$ cat src/rtl/bcd_counter_seg_mux.sv
// bcd_counter_seg_mux
//   N-digit BCD up/down counter with a time-multiplexed 7-segment display driver.
//   Count and scan rates come from clock-enable prescalers; no clocks are derived.
// Ports
//   CLK       system clock, all logic on posedge
//   RESET     synchronous, active-high
//   EN        count enable, gates the count prescaler
//   UP_DN     1 = count up, 0 = count down
//   LOAD      load LOAD_VAL this cycle (nibbles >9 clamp to 9)
//   LOAD_VAL  BCD load value, digit 0 in [3:0]
//   BLANK_LZ  1 = blank leading zeros
//   COUNT_BCD current count, registered
//   CARRY     one-cycle pulse on wrap in either direction
//   SEG_C     segments {g,f,e,d,c,b,a}, registered
//   SEG_SEL   digit select, bit i = digit i, registered
module bcd_counter_seg_mux #(
  parameter int unsigned NUM_DIGITS     = 3,
  parameter int unsigned COUNT_DIV      = 10_000_000,
  parameter int unsigned SCAN_DIV       = 50_000,
  parameter bit          SEG_ACTIVE_LOW = 1'b0,
  parameter bit          SEL_ACTIVE_LOW = 1'b1
) (
  input  logic                    CLK,
  input  logic                    RESET,
  input  logic                    EN,
  input  logic                    UP_DN,
  input  logic                    LOAD,
  input  logic [4*NUM_DIGITS-1:0] LOAD_VAL,
  input  logic                    BLANK_LZ,
  output logic [4*NUM_DIGITS-1:0] COUNT_BCD,
  output logic                    CARRY,
  output logic [6:0]              SEG_C,
  output logic [7:0]              SEG_SEL
);

  localparam int unsigned BW = 4 * NUM_DIGITS;
  localparam int unsigned CW = $clog2(COUNT_DIV);
  localparam int unsigned SW = $clog2(SCAN_DIV);
  localparam int unsigned IW = (NUM_DIGITS > 1) ? $clog2(NUM_DIGITS) : 1;

  localparam logic [6:0] SEG_OFF = SEG_ACTIVE_LOW ? 7'h7F : 7'h00;
  localparam logic [7:0] SEL_OFF = SEL_ACTIVE_LOW ? 8'hFF : 8'h00;

  // BCD digit to active-high segment pattern gfedcba
  function automatic logic [6:0] seg_decode(input logic [3:0] d);
    logic [6:0] s;
    case (d)
      4'd0:    s = 7'h3F;
      4'd1:    s = 7'h06;
      4'd2:    s = 7'h5B;
      4'd3:    s = 7'h4F;
      4'd4:    s = 7'h66;
      4'd5:    s = 7'h6D;
      4'd6:    s = 7'h7D;
      4'd7:    s = 7'h07;
      4'd8:    s = 7'h7F;
      4'd9:    s = 7'h6F;
      default: s = 7'h00;
    endcase
    return s;
  endfunction

  logic [CW-1:0] cnt_pre;
  logic [SW-1:0] scan_pre;
  logic [IW-1:0] scan_idx;
  logic          tick_c;
  logic          scan_step_c;
  logic [BW-1:0] next_bcd_c;
  logic          wrap_c;
  logic [BW-1:0] load_clamp_c;
  logic [6:0]    seg_nxt_c;
  logic [7:0]    sel_nxt_c;

  assign tick_c      = EN && (cnt_pre == CW'(COUNT_DIV - 1));
  assign scan_step_c = (scan_pre == SW'(SCAN_DIV - 1));

  // Count prescaler: holds while EN=0, cleared by LOAD
  always_ff @(posedge CLK) begin
    if (RESET) begin
      cnt_pre <= '0;
    end else if (LOAD) begin
      cnt_pre <= '0;
    end else if (EN) begin
      cnt_pre <= tick_c ? '0 : cnt_pre + CW'(1);
    end
  end

  // Ripple next count: a digit steps only while every lower digit sits at its terminal value
  always_comb begin
    logic       all_term;
    logic [3:0] d;
    next_bcd_c = COUNT_BCD;
    all_term   = 1'b1;
    d          = 4'd0;
    for (int i = 0; i < int'(NUM_DIGITS); i++) begin
      d = COUNT_BCD[4*i +: 4];
      if (all_term) begin
        if (UP_DN) next_bcd_c[4*i +: 4] = (d >= 4'd9) ? 4'd0 : d + 4'd1;
        else       next_bcd_c[4*i +: 4] = (d == 4'd0) ? 4'd9 : d - 4'd1;
      end
      all_term = all_term & (UP_DN ? (d == 4'd9) : (d == 4'd0));
    end
    wrap_c = all_term;
  end

  // Load value with out-of-range nibbles clamped to 9
  always_comb begin
    load_clamp_c = LOAD_VAL;
    for (int i = 0; i < int'(NUM_DIGITS); i++) begin
      if (LOAD_VAL[4*i +: 4] > 4'd9) load_clamp_c[4*i +: 4] = 4'd9;
    end
  end

  // Counter and carry: RESET > LOAD > tick
  always_ff @(posedge CLK) begin
    if (RESET) begin
      COUNT_BCD <= '0;
      CARRY     <= 1'b0;
    end else if (LOAD) begin
      COUNT_BCD <= load_clamp_c;
      CARRY     <= 1'b0;
    end else if (tick_c) begin
      COUNT_BCD <= next_bcd_c;
      CARRY     <= wrap_c;
    end else begin
      CARRY     <= 1'b0;
    end
  end

  // Free-running scan prescaler and digit index
  always_ff @(posedge CLK) begin
    if (RESET) begin
      scan_pre <= '0;
      scan_idx <= '0;
    end else if (scan_step_c) begin
      scan_pre <= '0;
      scan_idx <= (scan_idx == IW'(NUM_DIGITS - 1)) ? '0 : scan_idx + IW'(1);
    end else begin
      scan_pre <= scan_pre + SW'(1);
    end
  end

  // Display decode for the currently scanned digit, including leading-zero blanking
  always_comb begin
    logic [3:0]            cur;
    logic [NUM_DIGITS-1:0] lz;
    logic                  hi_zero;
    logic [7:0]            sel_raw;
    logic                  blank;
    cur     = 4'd0;
    lz      = '0;
    hi_zero = 1'b1;
    sel_raw = 8'h00;
    for (int i = int'(NUM_DIGITS) - 1; i >= 0; i--) begin
      hi_zero = hi_zero & (COUNT_BCD[4*i +: 4] == 4'd0);
      lz[i]   = hi_zero;
    end
    blank = 1'b0;
    for (int i = 0; i < int'(NUM_DIGITS); i++) begin
      if (scan_idx == IW'(i)) begin
        cur        = COUNT_BCD[4*i +: 4];
        sel_raw[i] = 1'b1;
        blank      = BLANK_LZ && (i != 0) && lz[i];
      end
    end
    seg_nxt_c = blank ? 7'h00 : seg_decode(cur);
    if (SEG_ACTIVE_LOW) seg_nxt_c = ~seg_nxt_c;
    sel_nxt_c = SEL_ACTIVE_LOW ? ~sel_raw : sel_raw;
  end

  // Display output registers
  always_ff @(posedge CLK) begin
    if (RESET) begin
      SEG_C   <= SEG_OFF;
      SEG_SEL <= SEL_OFF;
    end else begin
      SEG_C   <= seg_nxt_c;
      SEG_SEL <= sel_nxt_c;
    end
  end

endmodule

$ cat config.mk
export PLATFORM = sky130hd
export DESIGN_NAME = bcd_counter_seg_mux
export DESIGN_NICKNAME = d
export VERILOG_FILES = /design/src/rtl/bcd_counter_seg_mux.sv
export SDC_FILE = /design/constraint.sdc
export NUM_CORES = 1
export LEC_CHECK = 0
export CORE_AREA = 4 4 66 129
export CTS_CLUSTER_SIZE = 14
export DETAILED_ROUTE_END_ITERATION = 6
export DIE_AREA = 0 0 70 133
export PLACE_DENSITY_LB_ADDON = 0.1
export RECOVER_POWER = 100
export SKIP_CTS_REPAIR_TIMING = 1
export SLEW_MARGIN = 25
export SYNTH_ARGS = -nofsm -noshare
export SYNTH_HDL_FRONTEND = slang
export SYNTH_SLANG_ARGS = --single-unit
$ cat constraint.sdc
create_clock -name CLK -period 2.1 [get_ports CLK]
set_input_delay 0.42 -clock CLK [delete_from_list [all_inputs] [get_ports CLK]]
set_output_delay 0.42 -clock CLK [all_outputs]
set_load 0.005 [all_outputs]
Yosys cells after proc, flatten, opt, wreduce, memory -nomap -nowiden. Memory sizes are Yosys's and may differ from the RTL's. A register that Yosys moved wholly into a read port is not among the register bits. Cells that the tools add are included.

Input bits: 18. Logic and storage cells: 81. Memories kept: 1. Register bits: 63. Memory bits (read-only): 112. Output and inout bits: 28.

Reductions and logical operators: 16. Bitwise gates (word level): 5. Multiplexer cells: 29. $lt $le $gt $ge: 6. $add $sub $neg: 9. Eq/ne operators: 7.

Memories: (no name shown) (words 16, bits a word 7, rd ports 1, clocked after Yosys merged registers in 1, wr ports 0, line 47) `case (d)`.

Operator list (number): $mux 4 (17); $add 24x1->24 const B (1); $eq 24x24->1 const B (1); $mux 12 (2); $mux 24 (1); $add 16x1->16 const B (1); $eq 16x16->1 const B (1); $add 4x1->4 const B (3); $eq 4x4->1 const B (3); $ge 4x4->1 const B (3); $gt 4x4->1 const B (3); $logic_not 4->1 (3); $sub 4x1->4 const B (3); $mux 1 (8); $not 3->8 (1); $reduce_bool 2->1 (3); $reduce_or 2->1 (3); $reduce_and 2->1 (2); $and 1x1->1 (3); $logic_and 1x1->1 (3); $reduce_or 3->1 (1); $add 2x1->2 const B (1); $eq 2x1->1 const B (1); $eq 2x2->1 const B (1); other kinds (3) (3).

Logic depth before layout (Yosys ltp). Gate-level depths: netlist of the first run.

Word-level depth: 6. Depth in mapped cells: 8. Depth with buffers taken out: 7.

Worst setup path after synthesis of the first run. Ideal clock, no wire load.

Path type: register to register. Start: register scan_idx[0]. End: register SEG_C[4]. Library setup time: 0.131 ns. Slack: 0.083 ns. Stages on the path, launching flop included: 9. Path buffers: 1. Required time: 1.969 ns. Data arrival time: 1.885 ns. Clock period less this slack: 2.017 ns. Cell sequence: dfxtp_1 -> clkbuf_1 -> mux2i_1 -> a2bb2oi_1 -> inv_1 -> ha_1 -> mux2_2 -> mux2i_1 -> nor2_1.

Longest elaborated chain between the ends: 4. Elaborated cells on any way between the ends: 9. Classes of those cells: 2 x eq/ne; 5 x mux; 2 x reduce/logical.

Ends and longest elaborated chain: start: declaration (line 65) `logic [IW-1:0] scan_idx;`; start signal: assignment (line 137) `scan_idx <= (scan_idx == IW'(NUM_DIGITS - 1)) ? '0 : scan_idx + IW'(1);`; $eq 2x1->1 or $logic_not 2->1 (tied branches) (line 160) `if (scan_idx == IW'(i)) begin`; $mux 1 or $mux 4 (tied branches) (2 in a row) (line 160); $reduce_or 2->1 (no source line) or $mux 4 (tied branches); end: declaration (line 32) `output logic [6:0] SEG_C,`.

Parallel ways exist; a longest one is shown, timed or not. A chain may end at the register's enable or synchronous reset.

Final worst setup path of the first run.
Start: register cnt_pre[8]. End: register COUNT_BCD[2].

Longest elaborated chain between the ends: 3.

Ends and longest elaborated chain: start: declaration (line 63) `logic [CW-1:0] cnt_pre;`; start signal: assignment (line 84) `cnt_pre <= tick_c ? '0 : cnt_pre + CW'(1);`; $eq 24x24->1 (line 74) `assign tick_c = EN && (cnt_pre == CW'(COUNT_DIV - 1));`; $logic_and 1x1->1 (line 74); $reduce_bool 2->1 (no source line); end signal: assignment (line 120) `COUNT_BCD <= load_clamp_c;`; end signal: assignment (line 123) `COUNT_BCD <= next_bcd_c;`; end: declaration (line 30) `output logic [4*NUM_DIGITS-1:0] COUNT_BCD,`.

No other way between the ends.

==> flow_summary.yaml, run 1 <==
status:
  run_status: "finished clean"
floorplanning:
  ios: 46
  rows: 45
  die_area_mm2: 0.00931
  die_y_um: 133
  fp.dieW_um: 70
  start_util: 0.491
  core_area_mm2: 0.00754
power:
  powerDensity_mw_per_mm2: 690
  ir_worst_vdd_v: 0.000588
  cellLeakagePower_nw: 1.92
clock_network:
  cts_root_buffer: "clkbuf_16"
  cts_tree: "done"
  clk_pin_slew_ps: 60
  clock_latency_ps: 340
  h-tree-depth: 3
  clock_tree.buffer_depth: 2
  numCtsBuffers: 9
  cts_sinks: 65
critical_path:
  criticalPathCategory: "reg -> reg"
  startpoint_type: "register"
  cp.required_ps: 2370
  crit_arrival_ps: 2290
  critPathMaxStageDelay_ps: 570
  crit_chain: "or4b_4, nor4_4, nand4_1, or4_1, a31oi_1"
  slowest_stage: "or4b_4"
  cp-end-kind: "register"
  crit_path_max_fanout: 5
  cp_top_family: "simple AND/OR/NAND/NOR gates"
  path_buf_inv: 0
cells_and_area:
  n_antenna_cell: 0
  syn_to_final_growth_pct: 29.3
  fin_nets: 563
  drive_above_1_share: 0.147
  nFillCells: 676
grt:
  grt_pass1_wl_um: 15600
  grt_max_degree: 22
  antenna_found_initial: 0
  track_usage: 0.212
  top_usage_layer: "met2"
  grt_use_met2: 0.406
  grt_overflow: 0
  use_met3: 0.0449
  grt_pass1_vias: 3436
  use_met1: 0.187
route:
  finalWirelength_um: 9530
  vias: 3416
  routedWlPerCell_um: 15.2
  route.detailed.drc: 0
  drt_iter0_markers: 177
  viasPerCell: 5.46
  dr.pass1.iters: 4
  final_antenna_net_count: 0
logic_synthesis:
  yosysSeqAreaShare: 0.351
  synth.avg_cell_area_um2: 8.21
  synthArstFlopShare: 0
  synth_area_mm2: 0.00370
  synth-main-ff-cell: "dfxtp_1"
  synthDistinctLibCells: 58
  syn_inst: 451
  ys_seq_elements: 65
  ys_warn_count: 0
  synth_edf_count: 0
placement:
  gp_congestion: 0.856
  io_buffers: 40
  place_hpwl_um: 7520
timing:
  fin_setup_tns_ps: 0
  min_period_ps: 2030
  finClkSkew_ps: 7.22
  slew_headroom: 0.655
  drv_slew: 0
  hold_viol: 0
  fin_crit_sh: 0.965
  whs_ps: 473
  rsz0062_at_grt: "yes"
  tightest_slew_ps: 514
  finalSetupViolations: 0
  timing.fmax_mhz: 493
job:
  maxCapViolCount: 0
hold_path:
  hold_path_class: "reg -> reg"
==> power breakdown <==
group          switching, W  internal [W]
clock              0.000549       0.00107
sequential        0.0000265       0.00127
combinational      0.000198      0.000194
==> layout by cell type (no fill, tap or decap), types with 3 or more instances in the layout <==
cell             count
nor2_1              67
dfxtp_1             65
buf_4               37
nand2_1             30
xor2_1              26
nand3_1             25
a21oi_1             22
clkdlybuf4s50_1     22
inv_1               18
o21ai_0             18
ha_1                18
dlygate4sd3_1       18
nand2b_1            12
xnor2_1             11
mux2i_1             10
nand4_1             10
clkbuf_16            9
and3_1               8
nor3_1               8
a31oi_1              6
conb_1               5
clkbuf_2             5
nor2b_1              4
o21bai_1             4
nor4_1               4
a311oi_1             4
a2bb2oi_1            3
or2_2                3
o21a_1               3
nand3b_1             3
clkinvlp_4           3
==> registers in the layout (all words and copies together), names as in the netlist <==
signal / flops
cnt_pre: 24
COUNT_BCD: 12
CARRY: 1
SEG_SEL: 3
scan_pre: 16
scan_idx: 2
SEG_C: 7
==> worst paths after layout <==
check | end | slack [ps] | cells past startpoint | startpoint
max | COUNT_BCD[2]$_SDFFE_PP0P_ | 70 | 5 | cnt_pre[8]$_SDFFE_PP0P_
min | scan_pre[0]$_SDFF_PP0_ | 470 | 1 | scan_pre[0]$_SDFF_PP0_
max reg2reg | COUNT_BCD[2]$_SDFFE_PP0P_ | 70 | 5 | cnt_pre[8]$_SDFFE_PP0P_
min reg2reg | scan_pre[0]$_SDFF_PP0_ | 470 | 1 | scan_pre[0]$_SDFF_PP0_
==> metrics by stage <==
stage / worst slack, ps / instance area, um2 / power (W) / std cells / utilization
floorplan: 83.4 / 3720 / 0.00153 / 455 / -
global placement: -257 / 4480 / 0.00172 / 610 / 0.594
CTS: 4.72 / 4810 / 0.00336 / 626 / 0.638
detailed placement: -275 / 4480 / 0.00173 / 610 / 0.594
global route: -45.5 / 4790 / 0.00344 / 626 / 0.635
finish: 72.9 / 4790 / 0.00330 / 626 / 0.635
==> routing by layer <==
metal,vias to the layer above,routed length [um]
met4,0,582
met2,67,5450
met5,-,0
li1,1722,-
met1,1589,3270
met3,38,228
==> cells by family (layout without fill, tap and decap cells) <==
logic type / count (synthesis) / after routing / share of synthesized area
buffers and inverters: 43 / 120 / 0.0493
AND/OR/NAND/NOR: 199 / 199 / 0.281
adder cells (fa/ha/maj): 18 / 18 / 0.0608
other: 1 / 5 / 0.00101
flip-flops: 65 / 65 / 0.351
multiplexers: 13 / 13 / 0.0392
AO/OA/AOI/OAI: 75 / 75 / 0.130
XOR/XNOR: 37 / 37 / 0.0875
==> cell type report <==
type,instances,area [um2],area share
Timing Repair Buffer,86,727,0.152
Tap cell,94,118,0.0245
Inverter,18,67.6,0.0141
Multi-Input combinational cell,347,2250,0.469
Clock inverter,6,91.3,0.0191
Clock buffer,10,239,0.0499
Sequential cell,65,1300,0.272
==> cells in the mapped netlist, types with 8 or more instances <==
cell type	instances	area [um2]
nor2_1	67	251
a21oi_1	22	110
clkbuf_1	18	67.6
xor2_1	26	228
nand3_1	25	125
nor3_1	8	40.0
mux2i_1	10	100
ha_1	18	225
o21ai_0	18	90.1
nand4_1	10	62.6
nand2b_1	12	75.1
inv_1	18	67.6
xnor2_1	11	96.3
dfxtp_1	65	1300
and3_1	8	50.1
nand2_1	30	113
==> worst register-to-register path: stages, from the launching register on <==
cell     delay (ps)
dfxtp_1         320
or4b_4          570
nor4_4          260
nand4_1         160
or4_1           490
a31oi_1         160
Power figures use the tool's default switching activity.
==> run 2: changes to the inputs <==
--- a/config.mk
+++ b/config.mk
@@ -5,10 +5,10 @@
 export SDC_FILE = /design/constraint.sdc
 export NUM_CORES = 1
 export LEC_CHECK = 0
-export CORE_AREA = 4 4 66 129
+export CORE_AREA = 4 4 64 124
 export CTS_CLUSTER_SIZE = 14
 export DETAILED_ROUTE_END_ITERATION = 6
-export DIE_AREA = 0 0 70 133
+export DIE_AREA = 0 0 68 128
 export PLACE_DENSITY_LB_ADDON = 0.1
 export RECOVER_POWER = 100
 export SKIP_CTS_REPAIR_TIMING = 1
==> constraint.sdc (replaced) <==
create_clock -name CLK -period 2.6 [get_ports CLK]
set_input_delay 0.52 -clock CLK [delete_from_list [all_inputs] [get_ports CLK]]
set_output_delay 0.52 -clock CLK [all_outputs]
set_load 0.005 [all_outputs]
==> run 2 against run 1 <==
Clock power down 26%. Register-to-register slack better by 280 ps. Largest power group unchanged. Sequential share of layout area up 1.5 points. Count of clock-buffer cells in the layout unchanged. Worst setup slack better by 160 ps. Combinational power down 27%. Die area down 6.5%. Non-clock buffer count down 30. Power down 23%. Worst hold slack worse by 7.8 ps.
==> flow_summary.yaml, run 2 (synthesis gave the netlist of run 1 again) <==
grt:
  antenna_found_initial: 0
  grt_max_degree: 27
  track_usage: 0.224
  grt_pass1_wl_um: 14700
  grt_overflow: 0
  grt_pass1_vias: 3348
timing:
  timing.fmax_mhz: 422
  rsz0062_at_grt: "no"
  finClkSkew_ps: 6.57
  tightest_slew_ps: 678
  slew_headroom: 0.548
  fin_crit_sh: 0.910
  drv_slew: 0
  min_period_ps: 2370
  finalSetupViolations: 0
  hold_viol: 0
  setup_ws_ps: 233
  whs_ps: 465
cells_and_area:
  fin_cells: 592
  reg.largest.list: "cnt_pre: 24 flops, scan_pre: 16 flops, COUNT_BCD: 12 flops"
  n_antenna_cell: 0
  syn_to_final_growth_pct: 22.4
  mostFrequentLayoutCells: "67 x nor2_1, 65 x dfxtp_1, 30 x nand2_1, 26 x xor2_1, 25 x nand3_1"
  top_register: "cnt_pre"
  seq_area_mm2: 0.00130
  fin_nets: 533
  nFillCells: 614
  drive_above_1_share: 0.0797
  final_common_cell: "nor2_1"
  largest_reg_flops: 24
  multi_input_area_mm2: 0.00223
  final_cell_area_mm2: 0.00454
critical_path:
  startpoint_type: "input pin"
  crit_path_max_fanout: 6
  crit_arrival_ps: 2630
  cp.required_ps: 2860
  criticalPathCategory: "in -> reg"
  cp-end-kind: "register"
  r2r_cells: 7
floorplanning:
  die_y_um: 128
  fp.dieW_um: 68
  ios: 46
  start_util: 0.530
  core_area_mm2: 0.00699
  die_area_mm2: 0.00870
  rows: 43
clock_network:
  cts_root_buffer: "clkbuf_16"
  clock_latency_ps: 340
  clk_pin_slew_ps: 60
  cts_tree: "done"
  numCtsBuffers: 9
  cts_sinks: 65
  h-tree-depth: 3
  clock_tree.buffer_depth: 2
status:
  run_status: "finished clean"
power:
  power_w: 0.00253
  cellLeakagePower_nw: 1.78
  powerDensity_mw_per_mm2: 558
  ir_worst_vdd_v: 0.000380
placement:
  gp_congestion: 0.841
  place_ws_ps: -49.4
  io_buffers: 40
  dpl-instance-area_mm2: 0.00426
  place_hpwl_um: 6880
  place_inst: 576
route:
  route.detailed.drc: 0
  drt_iter0_markers: 187
  finalWirelength_um: 9130
  final_antenna_net_count: 0
  viasPerCell: 5.68
  routedWlPerCell_um: 15.4
  vias: 3361
  dr.pass1.iters: 4
job:
  maxCapViolCount: 0
hold_path:
  worstHoldPathCells: 1
  hold_path_class: "reg -> reg"
## run 2: cell count changes in the layout (fill, tap and decap cells not counted), moves of 2 or more
cell,change
clkdlybuf4s50_1,-5
clkbuf_4,-2
dlygate4sd3_1,+5
clkbuf_2,-5
buf_12,+2
buf_4,-29
clkinv_2,+4
clkinvlp_4,-2
clkbuf_1,+5
## run 2: path summary, 6_finish.rpt
check,startpoint,to,slack [ps]
setup reg to reg,COUNT_BCD[5]$_SDFFE_PP0P_,COUNT_BCD[9]$_SDFFE_PP0P_,350
hold reg to reg,scan_pre[0]$_SDFF_PP0_,scan_pre[0]$_SDFF_PP0_,460
hold / removal,scan_pre[0]$_SDFF_PP0_,scan_pre[0]$_SDFF_PP0_,460
setup / recovery,EN,COUNT_BCD[9]$_SDFFE_PP0P_,230
## run 2: worst max-delay path, cell delays in order
cell	delay, ps
dlygate4sd3_1	570
nand4_2	160
buf_4	210
nor4_1	330
nand4_1	330
mux2_2	360
o21ai_0	150
## run 2: final cells by class
cell class                 instances  share of cell area
tap                               90              0.0248
clock inverter                     6              0.0127
sequential                        65               0.287
inverter                          18              0.0149
multi-input combinational        347               0.493
timing repair buffer              56               0.115
clock buffer                      10              0.0527
## run 2: where the power goes
| group | internal [W] | switching, W |
|---|---|---|
| combinational | 0.000140 | 0.000145 |
| sequential | 0.00102 | 0.0000304 |
| clock | 0.000760 | 0.000436 |
| total | 0.00192 | 0.000611 |
## run 2: per-stage QoR
stage / TNS, ps / utilization
3_5_place_dp: -60.8 / 0.609
3_3_place_gp: -7.59 / 0.609
2_1_floorplan: 0 / -
5_1_grt: 0 / 0.648
6_report: 0 / 0.648
4_1_cts: 0 / 0.652
## run 2: routing by layer
metal,track usage,part of all wire,routed length [um],up-vias
li1,-,-,-,1669
met4,0.161,0.048,435,0
met3,0.0430,0.039,357,34
met1,0.197,0.34,3130,1575
met5,0,0,0,-
met2,0.419,0.57,5200,83
==> run 3: changes to the inputs <==
--- a/config.mk
+++ b/config.mk
@@ -5,10 +5,11 @@
 export SDC_FILE = /design/constraint.sdc
 export NUM_CORES = 1
 export LEC_CHECK = 0
-export CORE_AREA = 4 4 64 124
+export CORE_AREA = 4 4 97 81
 export CTS_CLUSTER_SIZE = 14
 export DETAILED_ROUTE_END_ITERATION = 6
-export DIE_AREA = 0 0 68 128
+export DIE_AREA = 0 0 101 85
+export DONT_BUFFER_PORTS = 1
 export PLACE_DENSITY_LB_ADDON = 0.1
 export RECOVER_POWER = 100
 export SKIP_CTS_REPAIR_TIMING = 1
==> constraint.sdc (replaced) <==
create_clock -name CLK -period 2.6 [get_ports CLK]
set_input_delay 0.26 -clock CLK [delete_from_list [all_inputs] [get_ports CLK]]
set_output_delay 0.26 -clock CLK [all_outputs]
set_load 0.005 [all_outputs]
==> run 3 against run 2 <==
Sequential cell count did not move. Via count fell by 6.2%. Routed wire length fell by 6.8%. Final cell count fell by 8.1%. Register-to-register slack got worse by 70 ps. Power fell by 8.9%. Sequential power barely moved. Count of clock-buffer cells in the layout did not move. Fmax rose by 2.2%.
==> flow_summary.yaml, run 3 (synthesis gave the netlist of run 1 again) <==
status:
  run_status: "finished clean"
route:
  dr.pass1.iters: 5
  route.detailed.drc: 0
  drt_iter0_markers: 188
  finalWirelength_um: 8510
  routedWlPerCell_um: 15.6
  vias: 3152
  final_antenna_net_count: 0
  viasPerCell: 5.79
floorplanning:
  fp.dieW_um: 101
  die_area_mm2: 0.00859
  ios: 46
  start_util: 0.546
  rows: 27
  die_y_um: 85
  core_area_mm2: 0.00679
clock_network:
  h-tree-depth: 3
  cts_root_buffer: "clkbuf_8"
  clock_latency_ps: 350
  clk_pin_slew_ps: 70
  cts_sinks: 65
  clock_tree.buffer_depth: 2
  cts_tree: "done"
  numCtsBuffers: 9
cells_and_area:
  reg.largest.list: "cnt_pre: 24 flops, scan_pre: 16 flops, COUNT_BCD: 12 flops"
  drive_above_1_share: 0.0744
  largest_reg_flops: 24
  fin_cells: 544
  n_antenna_cell: 0
  top_register: "cnt_pre"
  final_common_cell: "nor2_1"
  fin_nets: 488
  syn_to_final_growth_pct: 8.48
  mostFrequentLayoutCells: "67 x nor2_1, 65 x dfxtp_1, 30 x nand2_1, 26 x xor2_1, 25 x nand3_1"
timing:
  fin_crit_sh: 0.891
  finClkSkew_ps: 10.4
  hold_viol: 0
  whs_ps: 13.4
  tightest_slew_ps: 653
  timing.fmax_mhz: 432
  rsz0062_at_grt: "no"
  fin_setup_tns_ps: 0
  slew_headroom: 0.561
  drv_slew: 0
  setup_ws_ps: 284
  min_period_ps: 2320
  finalSetupViolations: 0
critical_path:
  critPathMaxStageDelay_ps: 460
  cp.required_ps: 2870
  crit_path_max_fanout: 10
  cp_top_family: "simple AND/OR/NAND/NOR gates"
  crit_chain: "inv_1, ha_1, or3b_2, a21oi_1, nand4_1, mux2_2, o21ai_0"
  slowest_stage: "or3b_2"
  cp-end-kind: "register"
  crit_arrival_ps: 2590
  criticalPathCategory: "reg -> reg"
  startpoint_type: "register"
  path_buf_inv: 1
grt:
  grt_pass1_wl_um: 13900
  grt_max_degree: 28
  track_usage: 0.200
  grt_pass1_vias: 2828
  grt_overflow: 0
  antenna_found_initial: 0
power:
  ir_worst_vdd_v: 0.000340
  cellLeakagePower_nw: 1.53
  power_w: 0.00231
  powerDensity_mw_per_mm2: 574
placement:
  place_ws_ps: 354
  place_hpwl_um: 6050
  io_buffers: 0
  place_inst: 527
  gp_congestion: 0.832
hold_path:
  hold_path_class: "in -> reg"
job:
  maxCapViolCount: 0
## run 3: worst reg2reg max path, stage by stage (launching register included)
cell     delay, ps
dfxtp_1        420
inv_1          120
ha_1           260
or3b_2         460
a21oi_1        150
nand4_1        320
mux2_2         380
o21ai_0        140
## run 3: metrics by stage
stage	util	instance area (um2)
6_report	0.592	4020
5_1_grt	0.592	4020
4_1_cts	0.594	4030
3_5_place_dp	0.558	3790
2_1_floorplan	-	3720
3_3_place_gp	0.558	3790
## run 3: final timing paths
kind | depth (start not counted) | from | end | slack (ps)
min reg2reg | 1 | scan_pre[0]$_SDFF_PP0_ | scan_pre[0]$_SDFF_PP0_ | 470
max reg2reg | 7 | COUNT_BCD[4]$_SDFFE_PP0P_ | COUNT_BCD[9]$_SDFFE_PP0P_ | 280
max | 7 | COUNT_BCD[4]$_SDFFE_PP0P_ | COUNT_BCD[9]$_SDFFE_PP0P_ | 280
min | 1 | RESET | COUNT_BCD[3]$_SDFFE_PP0P_ | 10
## run 3: report_power, final
| part | total [W] | internal (W) | switching (W) | leakage, nW |
|---|---|---|---|---|
| combinational | 0.000198 | 0.0000848 | 0.000113 | 0.882 |
| sequential | 0.00106 | 0.00102 | 0.0000343 | 0.529 |
| clock | 0.00105 | 0.000642 | 0.000411 | 0.117 |
## run 3: routing by layer
metal	vias up	routed length, um	track usage
li1	1573	-	-
met4	0	87	0.0483
met1	1490	4210	0.273
met5	-	0	0
met2	80	3660	0.308
met3	9	554	0.0649
## run 3: area by class of cell
class | count | area (um2)
Clock buffer | 10 | 128
Fill cell | 637 | 2770
Tap cell | 87 | 109
Timing Repair Buffer | 11 | 67.6
Clock inverter | 6 | 115
Inverter | 18 | 67.6
Sequential cell | 65 | 1300
Multi-Input combinational cell | 347 | 2230
